--- config.mk ---
export PLATFORM = sky130hd
export DESIGN_NAME = lfo_sine
export DESIGN_NICKNAME = d
export VERILOG_FILES = /design/src/rtl/lfo_sine.sv
export SDC_FILE = /design/constraint.sdc
export NUM_CORES = 1
export LEC_CHECK = 0
export BUFFER_PORTS_ARGS = -buffer_cell sky130_fd_sc_hd__buf_2
export CELL_PAD_IN_SITES_DETAIL_PLACEMENT = 0
export CELL_PAD_IN_SITES_GLOBAL_PLACEMENT = 2
export CORE_MARGIN = 2
export CORE_UTILIZATION = 30
export CTS_CLUSTER_DIAMETER = 200
export CTS_CLUSTER_SIZE = 10
export DETAILED_ROUTE_END_ITERATION = 12
export PLACE_DENSITY_LB_ADDON = 0.3
export SKIP_CTS_REPAIR_TIMING = 1
export SLEW_MARGIN = 20
export SYNTH_ARGS = -nofsm -noshare
export SYNTH_HDL_FRONTEND = slang
export SYNTH_SLANG_ARGS = --single-unit
--- constraint.sdc ---
create_clock -name ADCLRCK -period 5.7 [get_ports ADCLRCK]
set_input_delay 1.14 -clock ADCLRCK [delete_from_list [all_inputs] [get_ports ADCLRCK]]
set_output_delay 1.14 -clock ADCLRCK [all_outputs]
set_load 0.02 [all_outputs]
--- src/rtl/lfo_sine.sv ---
// Sine LFO for a modulated delay line. A 24-bit phase accumulator addresses
// a quarter-wave table; the mirrored magnitude is scaled by depth and
// offset around a centre of 256. New rate/depth take effect on a phase wrap
// so the waveform never jumps mid-cycle.
//
// Output timing: sin is registered. sin_strobe is registered alongside it and
// is high for exactly the one cycle in which the freshly registered sin
// differs from the value registered the cycle before. There is no
// backpressure; consumers may sample sin on any cycle.
module lfo_sine (
    input  logic        ADCLRCK,
    input  logic        reset,
    input  logic        enable,
    input  logic [15:0] rate,
    input  logic [8:0]  depth,
    input  logic        param_load,
    output logic [31:0] sin,
    output logic        sin_strobe,
    output logic        busy,
    output logic [1:0]  dbg_state_o
);

    localparam logic [1:0] S_IDLE = 2'd0;
    localparam logic [1:0] S_RUN  = 2'd1;
    localparam logic [1:0] S_STOP = 2'd2;

    logic [1:0]  state_q, state_d;
    logic [23:0] phase_q, phase_d;
    logic [15:0] rate_act_q, rate_act_d, rate_pend_q, rate_pend_d;
    logic [8:0]  depth_act_q, depth_act_d, depth_pend_q, depth_pend_d;
    logic [8:0]  mag_q, mag_d;
    logic        neg_q, neg_d;
    logic [9:0]  sin_q, sin_d;
    logic        strobe_q, strobe_d;

    logic        running;
    logic [24:0] sum;
    logic        wrap;
    logic [8:0]  depth_clamped;
    logic        apply_params;
    logic [6:0]  rom_addr;
    logic [8:0]  scaled;

    // Quarter-wave table: round(256*sin(pi*a/128)); entry 64 is the implicit 256.
    function automatic logic [8:0] quarter_sine(input logic [6:0] a);
        case (a)
            7'd0:  quarter_sine = 9'd0;   7'd1:  quarter_sine = 9'd6;
            7'd2:  quarter_sine = 9'd13;  7'd3:  quarter_sine = 9'd19;
            7'd4:  quarter_sine = 9'd25;  7'd5:  quarter_sine = 9'd31;
            7'd6:  quarter_sine = 9'd38;  7'd7:  quarter_sine = 9'd44;
            7'd8:  quarter_sine = 9'd50;  7'd9:  quarter_sine = 9'd56;
            7'd10: quarter_sine = 9'd62;  7'd11: quarter_sine = 9'd68;
            7'd12: quarter_sine = 9'd74;  7'd13: quarter_sine = 9'd80;
            7'd14: quarter_sine = 9'd86;  7'd15: quarter_sine = 9'd92;
            7'd16: quarter_sine = 9'd98;  7'd17: quarter_sine = 9'd104;
            7'd18: quarter_sine = 9'd109; 7'd19: quarter_sine = 9'd115;
            7'd20: quarter_sine = 9'd121; 7'd21: quarter_sine = 9'd126;
            7'd22: quarter_sine = 9'd132; 7'd23: quarter_sine = 9'd137;
            7'd24: quarter_sine = 9'd142; 7'd25: quarter_sine = 9'd147;
            7'd26: quarter_sine = 9'd152; 7'd27: quarter_sine = 9'd157;
            7'd28: quarter_sine = 9'd162; 7'd29: quarter_sine = 9'd167;
            7'd30: quarter_sine = 9'd172; 7'd31: quarter_sine = 9'd177;
            7'd32: quarter_sine = 9'd181; 7'd33: quarter_sine = 9'd185;
            7'd34: quarter_sine = 9'd190; 7'd35: quarter_sine = 9'd194;
            7'd36: quarter_sine = 9'd198; 7'd37: quarter_sine = 9'd202;
            7'd38: quarter_sine = 9'd206; 7'd39: quarter_sine = 9'd209;
            7'd40: quarter_sine = 9'd213; 7'd41: quarter_sine = 9'd216;
            7'd42: quarter_sine = 9'd220; 7'd43: quarter_sine = 9'd223;
            7'd44: quarter_sine = 9'd226; 7'd45: quarter_sine = 9'd229;
            7'd46: quarter_sine = 9'd231; 7'd47: quarter_sine = 9'd234;
            7'd48: quarter_sine = 9'd237; 7'd49: quarter_sine = 9'd239;
            7'd50: quarter_sine = 9'd241; 7'd51: quarter_sine = 9'd243;
            7'd52: quarter_sine = 9'd245; 7'd53: quarter_sine = 9'd247;
            7'd54: quarter_sine = 9'd248; 7'd55: quarter_sine = 9'd250;
            7'd56: quarter_sine = 9'd251; 7'd57: quarter_sine = 9'd252;
            7'd58: quarter_sine = 9'd253; 7'd59: quarter_sine = 9'd254;
            7'd60: quarter_sine = 9'd255; 7'd61: quarter_sine = 9'd255;
            7'd62: quarter_sine = 9'd256; 7'd63: quarter_sine = 9'd256;
            default: quarter_sine = 9'd256;
        endcase
    endfunction

    // Accumulator add, wrap detection and parameter staging.
    always_comb begin
        running       = (state_q == S_RUN) || (state_q == S_STOP);
        sum           = {1'b0, phase_q} + {9'd0, rate_act_q};
        wrap          = running && sum[24];
        depth_clamped = (depth > 9'd256) ? 9'd256 : depth;
        rate_pend_d   = param_load ? rate : rate_pend_q;
        depth_pend_d  = param_load ? depth_clamped : depth_pend_q;
        // A load in the same cycle as a wrap is forwarded straight to active.
        apply_params  = (state_q == S_IDLE) || wrap;
        rate_act_d    = apply_params ? rate_pend_d : rate_act_q;
        depth_act_d   = apply_params ? depth_pend_d : depth_act_q;
    end

    // Run/stop control: stopping finishes the current cycle and parks at phase 0.
    always_comb begin
        state_d = state_q;
        phase_d = phase_q;
        case (state_q)
            S_IDLE: begin
                phase_d = '0;
                if (enable) state_d = S_RUN;
            end
            S_RUN: begin
                phase_d = sum[23:0];
                if (!enable) state_d = S_STOP;
            end
            S_STOP: begin
                if (wrap) begin
                    state_d = S_IDLE;
                    phase_d = '0;
                end else begin
                    phase_d = sum[23:0];
                    if (enable) state_d = S_RUN;
                end
            end
            default: begin
                state_d = S_IDLE;
                phase_d = '0;
            end
        endcase
    end

    // Stage 1 mirrors the quadrant into a table lookup; stage 2 scales and signs.
    always_comb begin
        rom_addr = phase_q[22] ? (7'd64 - {1'b0, phase_q[21:16]}) : {1'b0, phase_q[21:16]};
        mag_d    = quarter_sine(rom_addr);
        neg_d    = phase_q[23];
        scaled   = 9'(({9'd0, mag_q} * {9'd0, depth_act_q}) >> 8);
        sin_d    = neg_q ? (10'd256 - {1'b0, scaled}) : (10'd256 + {1'b0, scaled});
        strobe_d = (sin_d != sin_q);
    end

    // State, parameter and pipeline registers.
    always_ff @(posedge ADCLRCK) begin
        if (reset) begin
            state_q      <= S_IDLE;
            phase_q      <= '0;
            rate_act_q   <= '0;
            rate_pend_q  <= '0;
            depth_act_q  <= 9'd256;
            depth_pend_q <= 9'd256;
            mag_q        <= '0;
            neg_q        <= 1'b0;
            sin_q        <= 10'd256;
            strobe_q     <= 1'b0;
        end else begin
            state_q      <= state_d;
            phase_q      <= phase_d;
            rate_act_q   <= rate_act_d;
            rate_pend_q  <= rate_pend_d;
            depth_act_q  <= depth_act_d;
            depth_pend_q <= depth_pend_d;
            mag_q        <= mag_d;
            neg_q        <= neg_d;
            sin_q        <= sin_d;
            strobe_q     <= strobe_d;
        end
    end

    assign sin         = {22'd0, sin_q};
    assign sin_strobe  = strobe_q;
    assign busy        = running;
    assign dbg_state_o = state_q;

endmodule

==> run metrics <==
1st-pass router iterations 4; worst-margin pin slew 1.072 ns; commonest cells after routing, fill and taps aside dfxtp_1, nand2_1, nor2_1, inv_1, ha_1; htree depth 3; Final setup viols 0; setup TNS 0 ns; Pins Over Slew Limit 0; CP max-delay cell fa_1; asr flop ratio synth 0%; first-pass GRT wire length 30.75 mm; DRT Wirelength between 15 and 20 mm; Setup crit end kind register; Leakage about 3.9 nW; total track usage between 10% and 20%; vias per cell 4.699; latest clock arrival within the worst-skew pair 0.36 ns; Boundary Pins 65; Hold Vio Cnt, Final 0; largest net degree at the start of global routing between 40 and 50; area delta synth->final 9.764%; Peak VDD IR 0.1234 mV; CP delay by family, top adder cells; Slew headroom 28.00%; crit path time final 5.368 ns; port bufs 42; Post-route DRC 0; Final ANT Viol Nets 0; maximum clock frequency between 150 and 200 MHz; crit start category register; worst-path fanout max 9; root buffer cell clkbuf_16; status completed; fraction of layout cells with a size suffix above 1 around 15%; RSZ-0062 raised after global routing no; Cells after Synth 915; post-route insts no fill roughly 1,300; Num CTS Buffers 9; synthesized area 0.008048 mm^2; row count a little under 60; clock-pin slew on the worst setup and hold paths around 0.07 ns; total global routing overflow 0; Die ar. 0.02815 mm^2; Die Wd 167.8 um; CP Buf/Inv Count 4; #FFs+latches synth 97; Final nets 1,080; number of synthesized flops with an enable pin 0; Top FF cell, synth dfxtp_1; TritonCTS clock tree yes; Placed Instances about 1,300; crit path kind register to register; worst-case clock skew 0.01349 ns; unique cell type count in the Yosys netlist 81; P per Cell Area 177.2 mW/mm^2; number of global-route vias before repair slightly above 6,000; WP data arrival 5.59 ns; initial antenna violation count 0; post-synthesis sequential area ratio approximately 24%; Max-cap violations 0; commonest non-fill, non-tap cell in the layout dfxtp_1; antenna fix cells 0; WL per Instance ~14 um; worst path required time 5.92 ns; DPL Wire Length 13.77 mm; Mean Syn Cell Area 8.795 um^2; CTS max path bufs 2; crit-path max cell delay approximately 0.50 ns; period utilisation layout between 90 and 100%; DR iter-0 viols 254; DIE HEIGHT 167.8 um; via count about 6,000; Hold WC Path Type register to register; crit path cell chain nand2_1, fa_1, inv_1, fa_1, inv_1, fa_1, inv_1, fa_1, ha_1, nand4_2, or3_2, nand2_1, a21oi_1, xor2_1, ha_1, inv_1, o221ai_1, xnor2_1, xor2_1, and4_4, a41oi_2; Ys Warns 0; routability congestion estimate slightly above 0.8; Initial Utilization 30.71%; core outline area 0.02621 mm^2; clock sinks 97
==> layout make-up <==
cell class                      count  area [um^2]
Multi-Input combinational cell    701         5539
Tap cell                          335        419.2
Fill cell                        2716        17370
Timing Repair Buffer               62        360.3
Clock buffer                        9        225.2
Sequential cell                    97         1947
Inverter                           66        247.7
Clock inverter                      7        95.09
==> state kept, by name (all words and copies together), names as in the netlist <==
register,flops
mag_q,9
rate_act_q,16
depth_pend_q,9
phase_q,24
depth_act_q,9
dbg_state_o,2
sin_strobe,1
neg_q,1
sin_q,10
rate_pend_q,16
==> routing by layer <==
layer	track usage, %	vias to the layer above	share of wire [%]
met5	0	-	0
met4	2.798	0	0.99
met3	2.116	11	2.0
met2	23.81	59	50
met1	16.67	2850	47
li1	-	3080	-
==> final timing paths <==
check                   from               to  slack, ns  cells past startpoint
max                 mag_q[7]       sin_strobe       0.33                     21
min          depth_pend_q[1]  depth_pend_q[1]       0.48                      2
max reg2reg         mag_q[7]       sin_strobe       0.33                     21
min reg2reg  depth_pend_q[1]  depth_pend_q[1]       0.48                      2
==> cell usage after synthesis (all sizes together) (2+ instances only) <==
master	count	area [um^2]
a211oi	11	82.58
a21o	11	83.83
a21oi	43	230.2
a221oi	2	17.52
a311oi	4	35.03
a31oi	7	58.81
a41oi	2	32.53
and2	30	195.2
and3	4	25.02
and4	4	37.54
buf	38	269.0
clkbuf	34	128.9
dfxtp	97	1942
fa	49	980.9
ha	65	813.3
inv	65	244.0
mux2	25	281.5
mux2i	17	170.2
mux4	2	45.04
nand2	94	362.8
nand2b	11	68.82
nand3	15	75.07
nand3b	9	67.56
nand4	4	31.28
nand4b	2	17.52
nor2	74	277.8
nor2b	33	206.5
nor3	17	85.08
nor3b	2	15.01
nor4	2	18.77
nor4b	4	35.03
o2111ai	5	50.04
o211ai	5	42.54
o21a	9	68.82
o21ai	28	140.1
o21bai	5	37.54
o221ai	2	17.52
o22ai	2	18.77
o31ai	4	35.03
or2	4	27.53
or3	8	51.30
or4	4	33.78
xnor2	30	262.8
xnor3	2	45.04
xor2	18	157.7
==> where the power goes <==
part	total [mW]	switching (mW)	leakage, nW	internal (mW)
clock	0.665	0.310	0.157	0.355
sequential	0.725	0.0195	0.792	0.706
combinational	0.176	0.0992	2.90	0.0763
total	1.57	0.429	3.85	1.14
==> per-stage QoR <==
step | hold WS (ns) | area, um^2 | total power [mW] | setup slack, ns | utilization (%)
after CTS | 0.4791 | 8828 | 1.603 | 0.1964 | 33.69
final | 0.4751 | 8833 | 1.565 | 0.3321 | 33.71
after global placement | 0.4657 | 8508 | 0.9215 | 0.2930 | 32.47
after detailed placement | 0.4678 | 8508 | 0.9211 | 0.2164 | 32.47
after global routing | 0.4986 | 8833 | 1.650 | 0.02347 | 33.71
after floorplan | 0.4460 | 8127 | 0.8844 | 0.3191 | -
==> worst reg2reg max path: stages (launching register included) <==
cell and delay (ns):
dfxtp_2 0.42, nand2_1 0.10, fa_1 0.48, inv_1 0.05, fa_1 0.50, inv_1 0.05, fa_1 0.47, inv_1 0.05
fa_1 0.48, ha_1 0.34, nand4_2 0.15, or3_2 0.50, nand2_1 0.15, a21oi_1 0.10, xor2_1 0.17, ha_1 0.22
inv_1 0.09, o221ai_1 0.14, xnor2_1 0.27, xor2_1 0.17, and4_4 0.23, a41oi_2 0.10
==> cells by family after synthesis <==
group | Yosys count | share of synthesized area [%]
compound gates | 148 | 12.81
xor+xnor | 50 | 5.784
fa+ha+maj | 115 | 22.42
buf+inv | 138 | 8.022
flops | 97 | 24.13
mux | 44 | 6.172
other cells | 1 | 0.04660
simple gates | 322 | 20.62
(Power assumes the default switching activity.)
